<file path="src/rtl/lc3_pkg.sv">
// Shared constants for the LC-3 operate-instruction sequencer: opcodes, ALU
// function codes, FSM state encoding and the condition-code reset value.
package lc3_pkg;

  localparam logic [3:0] OP_ADD = 4'b0001;
  localparam logic [3:0] OP_AND = 4'b0101;
  localparam logic [3:0] OP_NOT = 4'b1001;

  localparam logic [1:0] ALUK_ADD  = 2'b00;
  localparam logic [1:0] ALUK_AND  = 2'b01;
  localparam logic [1:0] ALUK_XOR  = 2'b10;
  localparam logic [1:0] ALUK_PASS = 2'b11;

  localparam logic [1:0] ST_IDLE   = 2'b00;
  localparam logic [1:0] ST_DECODE = 2'b01;
  localparam logic [1:0] ST_EXEC   = 2'b10;
  localparam logic [1:0] ST_DONE   = 2'b11;

  localparam logic [2:0] NZP_RESET = 3'b010;

  function automatic logic is_operate(input logic [3:0] op);
    return (op == OP_ADD) || (op == OP_AND) || (op == OP_NOT);
  endfunction

  // NOT is an XOR against the all-ones immediate carried in the instruction.
  function automatic logic [1:0] op_to_aluk(input logic [3:0] op);
    case (op)
      OP_ADD:  return ALUK_ADD;
      OP_AND:  return ALUK_AND;
      OP_NOT:  return ALUK_XOR;
      default: return ALUK_PASS;
    endcase
  endfunction

endpackage

</file>
<file path="src/rtl/lc3_nzp_gen.sv">
// Combinational bus value to one-hot {n,z,p} condition code.
// Zero latency; no flow control.
module lc3_nzp_gen #(
  parameter int WIDTH = 16
) (
  input  logic [WIDTH-1:0] bus,
  output logic [2:0]       nzp
);

  logic n;
  logic z;

  assign n   = bus[WIDTH-1];
  assign z   = (bus == '0);
  assign nzp = {n, z, !n && !z};

endmodule

</file>
<file path="src/rtl/lc3_op_sequencer.sv">
// Multi-cycle sequencer for LC-3 ADD/AND/NOT on the shared ALU and bus.
// done at start+2+SETTLE (legal) or start+2 (illegal); start is ignored while busy.
module lc3_op_sequencer
  import lc3_pkg::*;
#(
  parameter int WIDTH  = 16,
  parameter int SETTLE = 1
) (
  input  logic             clk,
  input  logic             rst,
  input  logic             start,
  input  logic [15:0]      ir,
  output logic             busy,
  output logic             done,
  output logic             illegal,
  output logic [2:0]       sr1,
  output logic [2:0]       sr2,
  output logic [2:0]       dr,
  output logic [1:0]       aluk,
  output logic [5:0]       ir_slice,
  output logic             gate_alu,
  output logic             ld_reg,
  output logic             ld_cc,
  input  logic [WIDTH-1:0] bus,
  output logic [2:0]       nzp
);

  logic [1:0]  state;
  logic [15:0] ir_q;
  logic [3:0]  cnt;
  logic        illegal_q;
  logic [2:0]  nzp_next;
  logic [3:0]  opcode;

  assign opcode = ir_q[15:12];

  lc3_nzp_gen #(.WIDTH(WIDTH)) u_nzp_gen (
    .bus (bus),
    .nzp (nzp_next)
  );

  always_ff @(posedge clk) begin
    if (rst) begin
      state     <= ST_IDLE;
      ir_q      <= '0;
      cnt       <= '0;
      illegal_q <= 1'b0;
      nzp       <= NZP_RESET;
    end else begin
      case (state)
        ST_IDLE: begin
          if (start) begin
            ir_q      <= ir;
            illegal_q <= 1'b0;
            state     <= ST_DECODE;
          end
        end
        ST_DECODE: begin
          if (is_operate(opcode)) begin
            cnt   <= 4'(SETTLE - 1);
            state <= ST_EXEC;
          end else begin
            illegal_q <= 1'b1;
            state     <= ST_DONE;
          end
        end
        ST_EXEC: begin
          if (cnt == '0) begin
            nzp   <= nzp_next;
            state <= ST_DONE;
          end else begin
            cnt <= cnt - 4'd1;
          end
        end
        default: state <= ST_IDLE;
      endcase
    end
  end

  assign busy     = (state != ST_IDLE);
  assign done     = (state == ST_DONE);
  assign illegal  = done && illegal_q;
  assign gate_alu = (state == ST_EXEC);
  // A reset landing on the writeback cycle must not let the strobe escape.
  assign ld_reg   = gate_alu && (cnt == '0) && !rst;
  assign ld_cc    = ld_reg;

  assign sr1      = ir_q[8:6];
  assign sr2      = ir_q[2:0];
  assign dr       = ir_q[11:9];
  assign ir_slice = ir_q[5:0];
  assign aluk     = (state == ST_IDLE) ? ALUK_ADD : op_to_aluk(opcode);

endmodule

</file>
<file path="config.mk">
export PLATFORM = sky130hd
export DESIGN_NAME = lc3_op_sequencer
export DESIGN_NICKNAME = d
export VERILOG_FILES = /design/src/rtl/lc3_pkg.sv /design/src/rtl/lc3_nzp_gen.sv /design/src/rtl/lc3_op_sequencer.sv
export SDC_FILE = /design/constraint.sdc
export NUM_CORES = 1
export LEC_CHECK = 0
export ABC_AREA = 1
export CORE_MARGIN = 1
export CORE_UTILIZATION = 35
export DETAILED_ROUTE_END_ITERATION = 7
export HOLD_SLACK_MARGIN = 0.15
export PLACE_DENSITY = 0.72
export SLEW_MARGIN = 20
export SYNTH_ARGS = -nofsm -noshare
export SYNTH_HDL_FRONTEND = slang
export SYNTH_SLANG_ARGS = --single-unit
</file>
<file path="constraint.sdc">
create_clock -name clk -period 1.3 [get_ports clk]
set_input_delay 0.26 -clock clk [delete_from_list [all_inputs] [get_ports clk]]
set_output_delay 0.26 -clock clk [all_outputs]
set_load 0.01 [all_outputs]
</file>
==> impl_metrics.ini, run 1 <==
[status]
status = finished with violations
violations = negative setup slack

[floorplanning]
fp.dieW_um = 64.1
coreArea_um2 = 3690
io_pins = 61
die_h_um = 64.1
start_util = 0.366
die-area_um2 = 4110
std_cell_rows = 22

[clocking]
numCtsBuffers = 3
cts_tree = built
clk_pin_slew_worst_paths_ps = 90
htreeDepth = 1
clock-sinks = 26
cts_hold_buf = 0
cts-root-buf = clkbuf_8
clockBufferDepth = 2
clkLatencyLatePin_ps = 260

[worst_hold_path]
min_path_cells = 2
hp-class = reg2reg

[timing]
drv_slew = 0
rsz0062_at_grt = true
finalCritPeriodShare = 1.07
setup_viol = 8
fmax_ghz = 0.720
hold_viol_final = 0
skew_ps = 2.27
fin_ws_ps = -89.6
period_minus_slack_ps = 1390
tns_ps = -570
tightestPinTransition_ps = 219
relSlewSlack = 0.854

[synth]
yosys.area.top_type_share = 0.386
syn_area_per_cell_um2 = 6.95
synth_edf_count = 0
yosysTopAreaCell = dfxtp_1
synth_ff_type = dfxtp_1
synth-seq-cells = 26
synth_seq_area_share = 0.386
yosys-top-cells-area = dfxtp_1 (39%), nor2_1 (13%), buf_4 (8.9%)
async_reset_ff_frac = 0
synth_area_um2 = 1350
syn_nets = 235
yosysUniqueCellTypes = 21
ys_warn_count = 0
syn_inst = 194

[place]
pre_cts_ws_ps = -352
port_buffers = 60
globalplace.congestion = 0.773
dp_cells = 303
dpl.hpwl_mm = 2.40

[layout]
drive_above_1_share = 0.240
area_delta_synth_final_pct = 61.1
fin_nets = 301
n_antenna_cell = 0
fin_cells = 306

[job]
max_cap_violations = 0

[critical_path]
path_class = reg2out
crit_required_ps = 1040
worstSetupStartpointType = flip-flop
worstPathMaxFanout = 2
end_kind = output pin
crit_arrival_ps = 1130
rr_worst_depth = 8

[grt]
antenna_found_initial = 0
grt_pass1_vias = 1254
grt_max_degree = 14
grt_overflow_total = 0
grt_pass1_wl_mm = 5.21
track_usage = 0.156

[power_and_ir_drop]
p_leak_nw = 1.01
ir_drop_uv = 1070
power_per_cell_area_nw_per_um2 = 1950

[routing]
vias = 1350
drc_errors = 0
drt_wl_total_mm = 3.12
wire_per_inst_um = 10.2
ant_nets = 0
vias_per_cell = 4.41
drtPass1Iterations = 4
drtIter0Drc = 36
## metrics by stage
| stage | utilization | hold WS, ps | instance area (um^2) | power (mW) |
|---|---|---|---|---|
| 2_1_floorplan | - | 427 | 1360 | 2.55 |
| 3_3_place_gp | 0.555 | 462 | 2050 | 3.48 |
| 3_5_place_dp | 0.555 | 462 | 2050 | 3.53 |
| 4_1_cts | 0.580 | 484 | 2140 | 4.13 |
| 5_1_grt | 0.589 | 518 | 2170 | 4.61 |
| 6_report | 0.589 | 480 | 2170 | 4.24 |
## sequential cells by signal (all words and copies together), names as in the netlist
| name | flops |
|---|---|
| nzp | 3 |
| illegal_q | 1 |
| cnt | 4 |
| ir_q | 16 |
| state | 2 |
## cell families after synthesis
group                      Yosys count  share of synthesized area
and+or+nand+nor                     84                      0.254
buffers and inverters               42                      0.164
AOI/OAI and AO/OA                   35                      0.134
DFF                                 26                      0.386
adders and majority gates            6                     0.0557
xor gates and xnor gates             1                    0.00649
## cell usage after synthesis (all sizes together) (2+ instances only)
cell and number:
a21oi 12, buf 20, clkbuf 2, dfxtp 26, ha 6, inv 20, nand2 28, nand3 6
nor2 47, o21ai 22, or2 2
## area by class of cell
cell class / count / area, um^2
clock buffers: 3 / 41.3
fillers: 375 / 1520
inverters: 20 / 82.6
multi-input cells: 126 / 703
flip-flops and latches: 26 / 527
well taps: 48 / 60.1
repair buffers: 83 / 759
## worst paths after layout
check / startpoint / slack (ps) / endpoint
max: state[0]$_SDFFE_PP0P_ / -90 / ld_reg
min: nzp[1]$_SDFFE_PP1P_ / 480 / nzp[1]$_SDFFE_PP1P_
max reg2reg: state[1]$_SDFFE_PP0P_ / -10 / state[0]$_SDFFE_PP0P_
min reg2reg: nzp[1]$_SDFFE_PP1P_ / 480 / nzp[1]$_SDFFE_PP1P_
## power by group
part,switching [mW],internal [mW],leakage [nW]
combinational,1.32,1.27,0.777
sequential,0.150,1.05,0.215
clock,0.237,0.207,0.0216
## worst max-delay path: stages, from the launching register on
cell and delay (ps):
dfxtp_2 340, inv_4 70, ha_4 150, nand3_4 80, nor2_4 110, buf_6 110
## cell usage in the layout, fill, tap and decap left out, types with 4 or more instances in the layout
cell type / netlist / final
nor2_1: 46 / 43
clkdlybuf4s50_1: 0 / 34
nand2_1: 26 / 25
dfxtp_1: 26 / 23
buf_4: 16 / 20
dlygate4sd2_1: 0 / 18
o21ai_0: 22 / 15
inv_1: 19 / 12
a21oi_1: 12 / 10
buf_6: 0 / 9
o21ai_1: 0 / 6
inv_2: 1 / 5
nand3_1: 5 / 5
ha_4: 0 / 4
## per-layer routing
metal / GRT usage / vias to the layer above / routed length, um
met5: 0 / - / 0
met4: 0.0341 / 0 / 0
met3: 0.0321 / 0 / 186
met2: 0.274 / 36 / 1490
met1: 0.194 / 596 / 1440
li1: - / 718 / -
## timing repair
action	in CTS	in global routing
pin swaps	6	1
cloned	0	0
buffers inserted	0	0
resized for setup	82	15
hold endpoints to repair	0	0
endpoints found under the setup margin	50	24
(Power assumes the default switching activity.)
==> inputs of run 2 (changes only) <==
Settings changed: PLACE_DENSITY 0.72 to 0.69, SKIP_LAST_GASP set to 1.
Clock period 1.3 ns to 1.55 ns, I/O delays scaled along.
==> run 2 against run 1 <==
  * The run now ends clean
  * Routed wire length fell by 6.4%
  * Highest routed layer unchanged
  * Count of clock-buffer cells in the layout rose by 1
  * Clock skew rose by 4.4 ps
  * Critical path depth did not move
  * Largest power group unchanged
  * Flip-flop and latch count did not move
  * Register-to-register slack improved by 200 ps
==> impl_metrics.ini, run 2 (synthesized netlist as in run 1, its figures left out) <==
[critical_path]
worst-path-buf-inv = 2
end_kind = output pin
crit_slowest_cell = dfxtp_1
cpPeakStageDelay_ps = 320
crit_arrival_ps = 1200
crit_required_ps = 1240
worstSetupStartpointType = flip-flop
path_class = reg2out
cp_top_family = flip-flops
path_cells = inv_1 > ha_2 > nand3_2 > nor2_2 > clkbuf_2
worstPathMaxFanout = 2

[clocking]
clock-sinks = 26
htreeDepth = 1
clkLatencyLatePin_ps = 260
cts-root-buf = clkbuf_8
numCtsBuffers = 3
cts_hold_buf = 0
clk_pin_slew_worst_paths_ps = 90
clockBufferDepth = 2
cts_tree = built

[power_and_ir_drop]
p_int_mw = 2.02
p_leak_nw = 0.900
switching_share = 0.380
power_per_cell_area_nw_per_um2 = 1610
total_power_mw = 3.26
comb_power_share = 0.566
clkPwrFrac = 0.132
power.share.sequential = 0.303
ir_drop_uv = 763
power.switching_mw = 1.24

[routing]
ant_nets = 0
vias = 1318
wire_per_inst_um = 9.73
drc_errors = 0
drt_wl_total_mm = 2.92
drtPass1Iterations = 4
vias_per_cell = 4.39
drtIter0Drc = 72

[floorplanning]
coreArea_um2 = 3690
die-area_um2 = 4110
die_h_um = 64.1
start_util = 0.366
io_pins = 61
std_cell_rows = 22
fp.dieW_um = 64.1

[place]
port_buffers = 60
dpl.hpwl_mm = 2.33
dp_cells = 296
globalplace.congestion = 0.848

[grt]
grt_overflow_total = 0
track_usage = 0.148
grt_max_degree = 21
grt_pass1_wl_mm = 4.89
antenna_found_initial = 0
grt_pass1_vias = 1195

[status]
status = complete, no violations

[job]
max_cap_violations = 0

[timing]
finalCritPeriodShare = 0.972
setup_viol = 0
tns_ps = 0
skew_ps = 6.64
holdWs_ps = 488
rsz0062_at_grt = true
drv_slew = 0
relSlewSlack = 0.676
tightestPinTransition_ps = 485
fmax_ghz = 0.664
period_minus_slack_ps = 1510
hold_viol_final = 0

[layout]
top_regs = ir_q x16, cnt x4, nzp x3
fin_nets = 294
area_delta_synth_final_pct = 49.4
drive_above_1_share = 0.171
top_register = ir_q
layout_commonest_cell = clkdlybuf4s50_1
final_cell_mix = clkdlybuf4s50_1 (52), nor2_1 (45), nand2_1 (26)
n_antenna_cell = 0
fin_util = 0.546
largest_reg_flops = 16
fillerInstances = 385
fin_cells = 300

[worst_hold_path]
hp-class = reg2reg
==> run 2: changes by cell type in the layout (fill, tap and decap cells not counted), sizes merged <==
cell,previous run,this run
clkdlybuf4s50,34,52
clkbuf,3,6
clkdlybuf4s15,0,1
buf,31,21
dlygate4sd2,18,0
==> run 2: path summary, 6_finish.rpt <==
kind	from	end	slack, ps	cells after the start
worst max register to register	state[1]$_SDFFE_PP0P_	state[1]$_SDFFE_PP0P_	190	8
worst max-delay path	cnt[0]$_SDFFE_PP0P_	ld_reg	40	5
worst min register to register	ir_q[4]$_SDFFE_PP0P_	ir_q[4]$_SDFFE_PP0P_	490	2
worst min-delay path	ir_q[4]$_SDFFE_PP0P_	ir_q[4]$_SDFFE_PP0P_	490	2
==> run 2: metal layers <==
metal / GRT usage / vias to the layer above / wire [um]
met1: 0.184 / 576 / 1350
met4: 0.0170 / 0 / 0
met5: 0 / - / 0
li1: - / 704 / -
met2: 0.275 / 38 / 1400
met3: 0.0196 / 0 / 171
==> run 2: tightest hold or removal path, delay by kind of cell, from the launching register on <==
kind,cells,cell delay [ps]
flops,1,330
simple gates,2,130
==> run 2: repair_timing <==
item	4_1_cts	5_1_grt
pin swaps	3	2
endpoints found under the setup margin	8	6
resized for setup	31	7
buffers inserted	0	0
gates cloned	0	0
==> run 2: power groups by stage <==
| stage | Combinational (mW) | Sequential, mW | Clock, mW |
|---|---|---|---|
| 2_1_floorplan | 1.13 | 0.999 | 0 |
| 3_3_place_gp | 1.89 | 0.985 | 0 |
| 3_5_place_dp | 1.92 | 0.991 | 0 |
| 4_1_cts | 1.90 | 0.987 | 0.451 |
| 5_1_grt | 2.06 | 1.01 | 0.485 |
| 6_report | 1.84 | 0.986 | 0.428 |
==> run 2: metrics by stage <==
| stage | area [um^2] | setup slack (ps) |
|---|---|---|
| finish | 2020 | 44.0 |
| global route | 2020 | -11.6 |
| CTS | 2040 | -133 |
| detailed placement | 1980 | -197 |
| global placement | 1980 | -168 |
| floorplan | 1350 | 32.1 |
==> run 2: area by class of cell <==
cell class / instances / area (um^2) / share of cell area
timing repair buffer: 76 / 686 / 0.340
clock buffer: 4 / 55.1 / 0.0273
multi-input combinational: 126 / 617 / 0.306
sequential: 26 / 523 / 0.259
inverter: 20 / 75.1 / 0.0372
tap: 48 / 60.1 / 0.0298
